`src/rtl/sum_accumulator.sv`:
```
// rtl/sum_accumulator.sv - batch accumulator for {carryout,sum} beats from the 4-bit ripple adder
//
// Accumulates NSAMP five-bit beats (0..31) into an ACC_W-bit running total and
// holds the batch result, beat count and overflow flag until the sink accepts it.
//
// Optional feature macro: ACC_SATURATE_EN
//   defined   -> acc_out clamps to 2^ACC_W-1 on an overflowing accept
//   undefined -> acc_out wraps modulo 2^ACC_W
//   overflow is set identically in both builds.
//
// Ports:
//   clk        in   1      rising-edge clock
//   reset      in   1      synchronous, active-high reset
//   start      in   1      begins a batch (honoured only in IDLE)
//   in_valid   in   1      beat valid
//   in_ready   out  1      beat accepted this cycle when in_valid is high
//   sum        in   4      adder sum
//   carryout   in   1      adder carry out (MSB of the beat value)
//   out_valid  out  1      batch result valid
//   out_ready  in   1      sink accepts the result
//   acc_out    out  ACC_W  running / final total
//   count_out  out  CNT_W  beats accepted in the current batch
//   overflow   out  1      sticky: total exceeded 2^ACC_W-1 in this batch
//   busy       out  1      state is not IDLE

module sum_accumulator #(
    parameter int ACC_W = 12,
    parameter int NSAMP = 8,
    parameter int CNT_W = 4
) (
    input  logic             clk,
    input  logic             reset,
    input  logic             start,
    input  logic             in_valid,
    output logic             in_ready,
    input  logic [3:0]       sum,
    input  logic             carryout,
    output logic             out_valid,
    input  logic             out_ready,
    output logic [ACC_W-1:0] acc_out,
    output logic [CNT_W-1:0] count_out,
    output logic             overflow,
    output logic             busy
);

    typedef enum logic [1:0] {
        IDLE  = 2'd0,
        ACCUM = 2'd1,
        DONE  = 2'd2
    } state_t;

    state_t state;
    state_t state_nxt;

    logic             accept;
    logic             last_beat;
    logic [ACC_W:0]   add_ext;
    logic [ACC_W:0]   sum_ext;
    logic [ACC_W-1:0] acc_nxt;

    // Outputs decode from state only, so there is no input-to-output path.
    assign in_ready  = (state == ACCUM);
    assign out_valid = (state == DONE);
    assign busy      = (state != IDLE);

    assign accept    = (state == ACCUM) && in_valid;
    assign last_beat = accept && (count_out == CNT_W'(NSAMP - 1));

    // One extra bit above the accumulator catches the carry out of the add.
    assign add_ext = {{(ACC_W - 4){1'b0}}, carryout, sum};
    assign sum_ext = {1'b0, acc_out} + add_ext;

`ifdef ACC_SATURATE_EN
    // Once clamped, any further add carries out again (or adds zero), so the
    // value stays pinned at full scale for the rest of the batch.
    assign acc_nxt = sum_ext[ACC_W] ? {ACC_W{1'b1}} : sum_ext[ACC_W-1:0];
`else
    assign acc_nxt = sum_ext[ACC_W-1:0];
`endif

    always_ff @(posedge clk) begin
        if (reset) begin
            state <= IDLE;
        end else begin
            state <= state_nxt;
        end
    end

    always_comb begin
        state_nxt = state;
        case (state)
            IDLE:    if (start)     state_nxt = ACCUM;
            ACCUM:   if (last_beat) state_nxt = DONE;
            DONE:    if (out_ready) state_nxt = IDLE;
            default:                state_nxt = IDLE;
        endcase
    end

    always_ff @(posedge clk) begin
        if (reset) begin
            acc_out   <= '0;
            count_out <= '0;
            overflow  <= 1'b0;
        end else if ((state == IDLE) && start) begin
            acc_out   <= '0;
            count_out <= '0;
            overflow  <= 1'b0;
        end else if (accept) begin
            acc_out   <= acc_nxt;
            count_out <= count_out + 1'b1;
            overflow  <= overflow | sum_ext[ACC_W];
        end
    end

endmodule

```
`config.mk`:
```
export PLATFORM = sky130hd
export DESIGN_NAME = sum_accumulator
export DESIGN_NICKNAME = d
export VERILOG_FILES = /design/src/rtl/sum_accumulator.sv
export SDC_FILE = /design/constraint.sdc
export NUM_CORES = 1
export LEC_CHECK = 0
export ABC_AREA = 1
export CAP_MARGIN = 15
export CELL_PAD_IN_SITES_DETAIL_PLACEMENT = 0
export CELL_PAD_IN_SITES_GLOBAL_PLACEMENT = 1
export CORE_ASPECT_RATIO = 0.8
export CORE_MARGIN = 4
export CORE_UTILIZATION = 31
export CTS_BUF_LIST = sky130_fd_sc_hd__clkbuf_8
export CTS_CLUSTER_DIAMETER = 100
export CTS_CLUSTER_SIZE = 28
export DETAILED_ROUTE_END_ITERATION = 7
export PLACE_DENSITY = 0.84
export SLEW_MARGIN = 0
export SYNTH_ARGS = -nofsm -noshare
export SYNTH_HDL_FRONTEND = slang
export SYNTH_SLANG_ARGS = --single-unit
```
`constraint.sdc`:
```
create_clock -name clk -period 1.54 [get_ports clk]
set_input_delay 0.154 -clock clk [delete_from_list [all_inputs] [get_ports clk]]
set_output_delay 0.154 -clock clk [all_outputs]
set_load 0.03 [all_outputs]
```
==> flow_metrics.tcl <==
set metrics [dict create \
    grt_pass1_wl_um 4230 \
    synth_cell_types 22 \
    gr-total-overflow 0 \
    whs_ns 0.454 \
    fin_skew_ns 0.00336 \
    worstHoldStart "overflow$_SDFFE_PP0P_" \
    synth.area.top_cells "dfxtp_1 34%, nand2_1 15%, inv_1 10%, ha_1 6.7%, nand3_1 6.7%" \
    synthXorXnorAreaFrac 0 \
    avgSynthCellArea_um2 6.61 \
    critPathKind "reg -> reg" \
    antenna_found_initial 0 \
    grt_usage 0.119 \
    worstPathArrival_ns 1.68 \
    port_buffers 29 \
    end_kind "flop" \
    rrSetupSlack_ns 0.02 \
    path_max_fanout 5 \
    whs_endpoint "overflow$_SDFFE_PP0P_" \
    slowest_stage "dfxtp_4" \
    synth-compound-area-share 0.0891 \
    dr.pass1.iters 4 \
    area_delta_synth_final_pct 45.1 \
    synth_nets 187 \
    wirelength_um 2540 \
    ys_seq_area_frac 0.339 \
    fp-row-count 19 \
    final_core_util 0.470 \
    gp_congestion 0.762 \
    worstSkewPairLatency_ns 0.26 \
    setup_ws_ns 0.0154 \
    cpPeakStageDelay_ns 0.36 \
    vias 1100 \
    drtIter0Drc 79 \
    final_common_cell "nand2_1" \
    power.density_mw_per_mm2 643 \
    worstPathRequired_ns 1.70 \
    tns_ns 0 \
    dieArea_mm2 0.00466 \
    cp_cell_sequence "ha_4 > inv_2 > fa_2 > inv_2 > nand2_2 > nand2_4 > nand3_4 > nand2_4 > nand3_1 > nand2_1 > nor2_1" \
    cts_tree "built" \
    mostFrequentLayoutCells "41 x nand2_1, 29 x inv_1, 21 x clkdlybuf4s50_1" \
    min_period_ns 1.52 \
    outcome "finished, final reports clean" \
    fp.dieW_um 75.3 \
    synth_top_family_by_area "simple AND/OR/NAND/NOR gates" \
    synthMuxAreaShare 0 \
    nets 228 \
    cts_buffers 3 \
    grt_max_degree 14 \
    synth_top_area_share 0.339 \
    r2r_cells 11 \
    worst_pin_slew_ns 0.384 \
    clk_pin_slew_ns 0.07 \
    ioPinCount 30 \
    hold_viol_final 0 \
    cp_num_buf_inv 2 \
    die_h_um 61.8 \
    setup_viol 0 \
    rsz0062_at_grt "true" \
    fin_crit_sh 0.990 \
    syn-instance-count 170 \
    n_antenna_cell 0 \
    start_util 0.324 \
    synth_simple_gate_area_frac 0.361 \
    first_global_vias 1019 \
    slew_headroom 0.741 \
    cts_buffer_depth 2 \
    cts_sinks 19 \
    cts-root-buf "clkbuf_8" \
    htreeDepth 1 \
    hold_class "reg -> reg" \
    yosysTopAreaCell "dfxtp_1" \
    place_hpwl_um 1960 \
    r2r_end "acc_out[10]$_SDFFE_PP0P_" \
    hold_path_depth 2 \
    max_cap_viol_count 0 \
    p_leak_nw 0.758 \
    drc 0 \
    core_area_mm2 0.00347 \
    synth_fa_ha_area_frac 0.0846 \
    ant_nets 0 \
    ys_warn_count 0 \
    viasPerCell 4.37 \
    start_kind "flop" \
    irDropWorstVdd_uv 374 \
    critical-path-top-delay-family "adder cells" \
    synthesis.area_mm2 0.00112 \
    pre_cts_ws_ns -0.306 \
    r2r_start "acc_out[0]$_SDFFE_PP0P_" \
    slew_violations 0 \
    routedWlPerCell_um 10.1 \
    fmax_ghz 0.656 \
    drive_above_1_share 0.162 \
    ys_seq_elements 19 \
]
-- where the power goes --
part	internal (mW)	switching, mW	leakage, nW
combinational	0.0832	0.106	0.576
clock	0.178	0.174	0.0269
sequential	0.499	0.00930	0.155
total	0.760	0.289	0.758
-- worst max path at each step --
stage / cells past startpoint / end / slack, ns / start
final: 11 / acc_out[10]$_SDFFE_PP0P_ / 0.02 / acc_out[0]$_SDFFE_PP0P_
after global routing: 11 / acc_out[10]$_SDFFE_PP0P_ / -0.12 / acc_out[0]$_SDFFE_PP0P_
after CTS: 11 / acc_out[8]$_SDFFE_PP0P_ / 0.0003 / acc_out[0]$_SDFFE_PP0P_
after detailed placement: 12 / acc_out[8]$_SDFFE_PP0P_ / -0.31 / sum[0]
after global placement: 12 / acc_out[8]$_SDFFE_PP0P_ / -0.30 / sum[0]
after floorplan: 11 / acc_out[10]$_SDFFE_PP0P_ / -0.001 / acc_out[0]$_SDFFE_PP0P_
-- what timing repair did --
action                     4_1_cts  5_1_grt
buffers inserted                 0        1
hold buffers                     0        0
setup endpoints to repair        8        8
pin swaps                        1        5
gates resized for setup          6       10
-- worst min-delay path: stages, from the launching register on --
cell,delay (ns)
dfxtp_1,0.31
inv_1,0.06
a21oi_2,0.04
-- metal layers --
layer	vias to the layer above	part of all wire	global-route usage
li1	612	-	-
met1	453	0.51	0.161
met2	30	0.42	0.181
met3	5	0.058	0.0370
met4	0	0.011	0.0374
met5	-	0	0
-- synth_stat cells, drive strengths merged --
cell	number
nand2	48
inv	32
nor2	22
dfxtp	19
nand3	17
a21oi	14
ha	6
o21ai	3
buf	2
o211ai	2
fa	1
nand3b	1
nand4	1
nor3	1
nor4	1
-- metrics by stage --
step           power (mW)  instances  instance area, um2
2_1_floorplan       0.630        170                1160
3_3_place_gp        0.710        247                1550
3_5_place_dp        0.709        247                1550
4_1_cts              1.06        251                1590
5_1_grt              1.10        252                1630
6_report             1.05        252                1630
-- registers in the layout (all words and copies together) (netlist names) --
register   cells
state          2
acc_out       12
overflow       1
count_out      4
-- cell type report --
cell class	count	area, um2
Sequential cell	19	385
Timing Repair Buffer	38	368
Multi-Input combinational cell	117	659
Inverter	32	120
Fill cell	353	1840
Clock inverter	1	3.75
Clock buffer	3	41.3
Tap cell	42	52.6
-- cell families (layout without fill, tap and decap cells) --
group,count (synthesis),count (layout)
AO/OA/AOI/OAI,19,19
adder cells (fa/ha/maj),7,7
buffers and inverters,34,74
flip-flops,19,19
AND/OR/NAND/NOR,91,91
Power figures use the tool's default switching activity.
